**src/rtl/hit_event_gen_pkg.sv**
```systemverilog
// Shared game definitions: box-code type, FSM state encoding and default timing
// constants used by the hit detector, LFSR and VGA blocks.
package hit_event_gen_pkg;

  typedef logic [2:0] box_t;

  localparam box_t NO_HIT = 3'd0;

  localparam int unsigned DEF_DEBOUNCE_CYCLES = 500000;
  localparam int unsigned DEF_LOCKOUT_CYCLES  = 25000000;

  typedef enum logic [2:0] {
    ST_IDLE,
    ST_DEBOUNCE,
    ST_REPORT,
    ST_LOCKOUT,
    ST_WAIT_RELEASE
  } state_t;

  // One shared counter serves every timed state, so it is sized for the longer interval.
  function automatic int cntWidth(input int unsigned a, input int unsigned b);
    int unsigned larger;
    larger = (a > b) ? a : b;
    return (larger < 2) ? 1 : $clog2(larger);
  endfunction

endpackage

```
**src/rtl/hit_event_if.sv**
```systemverilog
// Hit-event bus between the sensor front end (master) and the game logic (slave).
interface hit_event_if #(
  parameter int SCORE_W = 11
) ();
  import hit_event_gen_pkg::*;

  box_t               target_box;
  logic               game_active;
  logic               hit_valid;
  box_t               hit_box;
  logic               hit_correct;
  logic [SCORE_W-1:0] score;
  logic               busy;

  modport master (
    input  target_box, game_active,
    output hit_valid, hit_box, hit_correct, score, busy
  );

  modport slave (
    output target_box, game_active,
    input  hit_valid, hit_box, hit_correct, score, busy
  );

endinterface

```
**src/rtl/hit_event_gen_sync2.sv**
```systemverilog
// Two-flop synchronizer for bringing an asynchronous bus into the clock domain.
module sync2 #(
  parameter int WIDTH = 1
) (
  input  logic             clk,
  input  logic             rst_n,
  input  logic [WIDTH-1:0] i_d,
  output logic [WIDTH-1:0] o_q
);

  logic [WIDTH-1:0] r_meta;
  logic [WIDTH-1:0] r_sync;

  always_ff @(posedge clk or negedge rst_n) begin
    if (!rst_n) begin
      r_meta <= '0;
      r_sync <= '0;
    end else begin
      r_meta <= i_d;
      r_sync <= r_meta;
    end
  end

  assign o_q = r_sync;

endmodule

```
**src/rtl/hit_event_gen.sv**
```systemverilog
// Turns the raw Arduino box code into debounced, locked-out hit events and keeps
// the running score.
module hit_event_gen
  import hit_event_gen_pkg::*;
#(
  parameter int unsigned DEBOUNCE_CYCLES = DEF_DEBOUNCE_CYCLES,
  parameter int unsigned LOCKOUT_CYCLES  = DEF_LOCKOUT_CYCLES,
  parameter int          SCORE_W         = 11
) (
  input  logic        CLOCK_50,
  input  logic        resetn,
  input  logic [2:0]  GPIO_1,
  hit_event_if.master bus
);

  localparam int CNT_W = cntWidth(DEBOUNCE_CYCLES, LOCKOUT_CYCLES);
  localparam logic [CNT_W-1:0]   DB_LAST   = CNT_W'(DEBOUNCE_CYCLES - 1);
  localparam logic [CNT_W-1:0]   LO_LAST   = CNT_W'(LOCKOUT_CYCLES - 1);
  localparam logic [SCORE_W-1:0] SCORE_MAX = '1;

  box_t             w_sens;
  state_t           r_state, w_stateNext;
  box_t             r_cand, w_candNext;
  logic [CNT_W-1:0] r_cnt, w_cntNext, w_cntInc;
  box_t             r_hitBox;
  logic             r_gameActiveD;
  logic [SCORE_W-1:0] r_score;
  logic             w_gaRise;
  logic             w_hitMatch;
  logic             w_report;

  sync2 #(.WIDTH(3)) u_sync (
    .clk   (CLOCK_50),
    .rst_n (resetn),
    .i_d   (GPIO_1),
    .o_q   (w_sens)
  );

  assign w_cntInc   = r_cnt + 1'b1;
  assign w_gaRise   = bus.game_active & ~r_gameActiveD;
  assign w_hitMatch = (r_hitBox == bus.target_box);
  assign w_report   = (r_state == ST_REPORT);

  always_ff @(posedge CLOCK_50 or negedge resetn) begin
    if (!resetn) begin
      r_state <= ST_IDLE;
      r_cand  <= NO_HIT;
      r_cnt   <= '0;
    end else begin
      r_state <= w_stateNext;
      r_cand  <= w_candNext;
      r_cnt   <= w_cntNext;
    end
  end

  // The IDLE cycle that sees the code counts as the first stable sample, so
  // DEBOUNCE only needs DEBOUNCE_CYCLES-1 more matching samples.
  always_comb begin
    w_stateNext = r_state;
    w_candNext  = r_cand;
    w_cntNext   = r_cnt;
    case (r_state)
      ST_IDLE: begin
        if (w_sens != NO_HIT && bus.game_active) begin
          w_stateNext = ST_DEBOUNCE;
          w_candNext  = w_sens;
          w_cntNext   = '0;
        end
      end
      ST_DEBOUNCE: begin
        if (!bus.game_active || w_sens != r_cand) begin
          w_stateNext = ST_IDLE;
          w_cntNext   = '0;
        end else if (w_cntInc == DB_LAST) begin
          w_stateNext = ST_REPORT;
          w_cntNext   = '0;
        end else begin
          w_cntNext = w_cntInc;
        end
      end
      ST_REPORT: begin
        w_stateNext = ST_LOCKOUT;
        w_cntNext   = '0;
      end
      ST_LOCKOUT: begin
        if (r_cnt == LO_LAST) begin
          w_stateNext = ST_WAIT_RELEASE;
          w_cntNext   = '0;
        end else begin
          w_cntNext = w_cntInc;
        end
      end
      ST_WAIT_RELEASE: begin
        if (w_sens != NO_HIT) begin
          w_cntNext = '0;
        end else if (r_cnt == DB_LAST) begin
          w_stateNext = ST_IDLE;
          w_cntNext   = '0;
        end else begin
          w_cntNext = w_cntInc;
        end
      end
      default: begin
        w_stateNext = ST_IDLE;
        w_cntNext   = '0;
      end
    endcase
  end

  // Loaded on entry to REPORT so the box is already valid during the pulse.
  always_ff @(posedge CLOCK_50 or negedge resetn) begin
    if (!resetn) begin
      r_hitBox <= NO_HIT;
    end else if (w_stateNext == ST_REPORT) begin
      r_hitBox <= r_cand;
    end
  end

  always_ff @(posedge CLOCK_50 or negedge resetn) begin
    if (!resetn) begin
      r_gameActiveD <= 1'b0;
      r_score       <= '0;
    end else begin
      r_gameActiveD <= bus.game_active;
      if (w_gaRise) begin
        r_score <= '0;
      end else if (w_report && bus.game_active) begin
        if (w_hitMatch) begin
          if (r_score != SCORE_MAX) r_score <= r_score + 1'b1;
        end else if (r_score != '0) begin
          r_score <= r_score - 1'b1;
        end
      end
    end
  end

  assign bus.hit_valid   = w_report;
  assign bus.hit_box     = r_hitBox;
  assign bus.hit_correct = w_report & w_hitMatch;
  assign bus.score       = r_score;
  assign bus.busy        = (r_state == ST_LOCKOUT) || (r_state == ST_WAIT_RELEASE);

endmodule
```
**src/flat_wrapper.sv**
```systemverilog
// flat-port wrapper written by rule: the top's interface ports become plain ports
module hit_event_gen_flat import hit_event_gen_pkg::*;
#(
  parameter int unsigned DEBOUNCE_CYCLES = DEF_DEBOUNCE_CYCLES,
  parameter int unsigned LOCKOUT_CYCLES  = DEF_LOCKOUT_CYCLES,
  parameter int          SCORE_W         = 11
)
  (CLOCK_50, resetn, GPIO_1, bus_target_box, bus_game_active, bus_hit_valid, bus_hit_box, bus_hit_correct, bus_score, bus_busy);
  hit_event_if #(.SCORE_W(SCORE_W)) bus_i ();
  input  logic CLOCK_50;
  input  logic resetn;
  input  logic [2:0] GPIO_1;
  input wire logic [$bits(bus_i.target_box)-1:0] bus_target_box;
  input wire logic [$bits(bus_i.game_active)-1:0] bus_game_active;
  output wire logic [$bits(bus_i.hit_valid)-1:0] bus_hit_valid;
  output wire logic [$bits(bus_i.hit_box)-1:0] bus_hit_box;
  output wire logic [$bits(bus_i.hit_correct)-1:0] bus_hit_correct;
  output wire logic [$bits(bus_i.score)-1:0] bus_score;
  output wire logic [$bits(bus_i.busy)-1:0] bus_busy;
  assign bus_i.target_box = bus_target_box;
  assign bus_i.game_active = bus_game_active;
  assign bus_hit_valid = bus_i.hit_valid;
  assign bus_hit_box = bus_i.hit_box;
  assign bus_hit_correct = bus_i.hit_correct;
  assign bus_score = bus_i.score;
  assign bus_busy = bus_i.busy;
  hit_event_gen #(.DEBOUNCE_CYCLES(DEBOUNCE_CYCLES), .LOCKOUT_CYCLES(LOCKOUT_CYCLES), .SCORE_W(SCORE_W)) u_core (.CLOCK_50(CLOCK_50), .resetn(resetn), .GPIO_1(GPIO_1), .bus(bus_i));
endmodule
```
**config.mk**
```make
export PLATFORM = sky130hd
export DESIGN_NAME = hit_event_gen_flat
export DESIGN_NICKNAME = d
export VERILOG_FILES = /design/src/rtl/hit_event_gen_pkg.sv /design/src/rtl/hit_event_if.sv /design/src/rtl/hit_event_gen_sync2.sv /design/src/rtl/hit_event_gen.sv /design/src/flat_wrapper.sv
export SDC_FILE = /design/constraint.sdc
export NUM_CORES = 1
export LEC_CHECK = 0
export ABC_CLOCK_PERIOD_IN_PS = 2500
export BUFFER_PORTS_ARGS = -buffer_cell sky130_fd_sc_hd__buf_2
export CORE_UTILIZATION = 34
export CTS_CLUSTER_SIZE = 20
export DETAILED_ROUTE_END_ITERATION = 10
export GPL_ROUTABILITY_DRIVEN = 0
export SLEW_MARGIN = 20
export SYNTH_ARGS = -nofsm -noshare
export SYNTH_HDL_FRONTEND = slang
export SYNTH_SLANG_ARGS = --single-unit
```
**constraint.sdc**
```tcl
create_clock -name CLOCK_50 -period 2.5 [get_ports CLOCK_50]
set_input_delay 0.5 -clock CLOCK_50 [delete_from_list [all_inputs] [get_ports CLOCK_50]]
set_output_delay 0.5 -clock CLOCK_50 [all_outputs]
set_load 0.02 [all_outputs]
```
==> flow_metrics.tcl <==
set metrics [dict create \
    outcome "finished, violations left" \
    violations "setup timing" \
    cts_max_path_buffers 2 \
    hold_viol 0 \
    synth.distinct_cells 59 \
    maxSlewHeadroom 0.591 \
    fmax_mhz 380 \
    yosysWarnings 0 \
    cp_num_buf_inv 0 \
    grt_pass1_vias 3639 \
    synthToLayoutAreaGrowth_pct 35.1 \
    hp-class "in2async" \
    start_util 0.348 \
    synth_area_sq_um 3770 \
    finalCriticalPeriod_ns 2.63 \
    required_ns 2.72 \
    io_pins 26 \
    drt_wl_total_um 11200 \
    rsz0062_at_grt "yes" \
    final-max-slew-violation-count 0 \
    dieArea_sq_um 11500 \
    diodes 0 \
    path_depth 7 \
    total_power_mw 1.61 \
    cp.arrival_ns 2.86 \
    synth.avg_cell_area_sq_um 8.21 \
    row_count 38 \
    root_buffer "clkbuf_8" \
    worst-path-max-fanout 4 \
    drv_cap 0 \
    crit_chain "nand3_4 -> or4_4 -> or3_4 -> a2111oi_4 -> nand4_1 -> or2_4 -> mux2_4" \
    cts_made_buffers 5 \
    synth_nets 480 \
    max_stage_delay_ns 0.52 \
    reg2reg_slack_ns -0.13 \
    io_buffers 25 \
    period_share 1.05 \
    reg2reg_to "u_core.bus.hit_box[1]" \
    cp-start-kind "flip-flop" \
    post-synth-top-area-cell "dfrtp_1" \
    endpoint_kind "flip-flop" \
    cp-endpoint "u_core.bus.hit_box[1]" \
    grt_overflow 0 \
    setup_violations 20 \
    clkSinkCount 52 \
    core_sq_um 10800 \
    tightest_slew_ns 0.614 \
    worst_skew_pair.late_latency_ns 0.33 \
    final_area_sq_um 5090 \
    layout.nets 571 \
    yosysMostFrequentCell "nand2_1" \
    synthFlopType "dfrtp_1" \
    ctsHoldBuffers 0 \
    place_area_sq_um 4550 \
    wl_per_cell_um 16.2 \
    setup_ws_ns -0.133 \
    reg2reg_from "u_core.r_cnt[1]" \
    yosysSeqAreaShare 0.345 \
    cts_tree "done" \
    vias_per_cell 5.55 \
    leakage_nw 2.19 \
    fp.dieH_um 107 \
    crit_family "simple AND/OR/NAND/NOR gates" \
    synth-async-reset-ratio 1.00 \
    dr.first_iter.drc_count 252 \
    post-dp-hpwl_um 7470 \
    yosysTopAreaCellShare 0.345 \
    grt_usage 0.200 \
    clk_pin_slew_ns 0.11 \
    skew_ns 0.0113 \
    die_w_um 107 \
    dr_total_vias 3837 \
    ys_seq_elements 52 \
    htree_levels 2 \
    critPathKind "reg2reg" \
    drt_first_pass_iters 5 \
    drive_gt1_frac 0.339 \
    synth_common_cells "nand2_1 (53), dfrtp_1 (52), a21oi_1 (37), o21ai_0 (30), nand3_1 (28)" \
    ir_drop_v 0.000293 \
    synth_edf_count 0 \
    antenna_left 0 \
    grt_pass1_wl_um 17900 \
    startpoint "u_core.r_cnt[1]" \
    place_ws_ns -0.217 \
    grt_max_degree 28 \
    syn_inst 459 \
    r2r_cells 7 \
    final.fill_count 1043 \
    p_per_area_nw_per_um2 317 \
    slowest_stage "or4_4" \
    antenna_found_initial 0 \
    drc_errors 0 \
    synth_area_leaders "dfrtp_1 (35%), nand2_1 (5.3%), a21oi_1 (4.9%)" \
]
-- timing repair --
item | 4_1_cts | 5_1_grt
pin swaps | 9 | 29
cloned | 2 | 1
resized for setup | 15 | 53
buffers inserted | 11 | 6
setup endpoints to repair | 22 | 33
-- cell usage in the layout (no fill, tap or decap), types with 8 or more instances in the layout --
master,netlist,layout
a21oi_2,0,9
a21oi_1,37,28
ha_1,11,9
nand3_1,28,27
or3_1,13,13
nand2b_1,13,12
nand2_1,53,52
buf_6,0,8
buf_4,3,77
nor2_1,25,25
o21ai_0,30,23
nor3_1,19,16
buf_2,4,25
nand4_1,18,18
dfrtp_1,52,50
-- power by group --
| group | internal (mW) | switching (mW) |
|---|---|---|
| clock network | 0.205 | 0.337 |
| registers | 0.865 | 0.0271 |
| logic | 0.0740 | 0.106 |
| total | 1.14 | 0.470 |
-- cell type report --
type                            count  area [sq um]  area share
Clock buffer                        5          68.8      0.0135
Multi-Input combinational cell    369          2580       0.506
Tap cell                          140           175      0.0344
Timing Repair Buffer              116           921       0.181
Sequential cell                    52          1300       0.256
Clock inverter                      3          25.0     0.00491
Inverter                            6          22.5     0.00442
-- per-layer routing --
metal | GRT usage | vias up | routed length, um
li1 | - | 1878 | -
met1 | 0.242 | 1839 | 4950
met2 | 0.352 | 99 | 5530
met3 | 0.0309 | 21 | 464
met4 | 0.0832 | 0 | 264
met5 | 0 | - | 0
-- worst min-delay path by stage --
stage | end | slack [ns] | depth (start not counted)
after detailed placement | u_core.u_sync.o_q[1] | 0.33 | 0
final | u_core.r_cand[2] | 0.17 | 1
after global placement | u_core.u_sync.o_q[2] | 0.33 | 0
after floorplan | u_core.bus.hit_box[0] | 0.20 | 0
after global routing | u_core.r_cand[2] | 0.21 | 1
after CTS | u_core.r_cand[2] | 0.19 | 1
-- registers in the layout, summed over array words and instances, names as in the netlist --
signal,count
u_core.bus.hit_box,3
u_core.r_state,3
u_core.u_sync.o_q,3
u_core.r_cand,3
u_core.bus.score,11
u_core.u_sync.r_meta,3
u_core.r_cnt,25
u_core.r_gameActiveD,1
-- cell families after synthesis --
kind of cell	count (synthesis)	synth area share
and+or+nand+nor	225	0.324
AOI/OAI and AO/OA	107	0.180
DFF	52	0.345
buffers and inverters	38	0.0425
xor gates and xnor gates	16	0.0372
adders and majority gates	12	0.0418
muxes	9	0.0295
-- through the flow --
step | setup TNS (ns) | utilization | instances | hold slack [ns]
2_1_floorplan | -0.972 | - | 459 | 0.204
3_5_place_dp | -2.02 | 0.420 | 666 | 0.335
4_1_cts | -0.621 | 0.447 | 686 | 0.187
5_1_grt | -3.10 | 0.470 | 691 | 0.215
3_3_place_gp | -1.51 | 0.420 | 666 | 0.332
6_report | -1.39 | 0.470 | 691 | 0.166
Power figures use the tool's default switching activity.
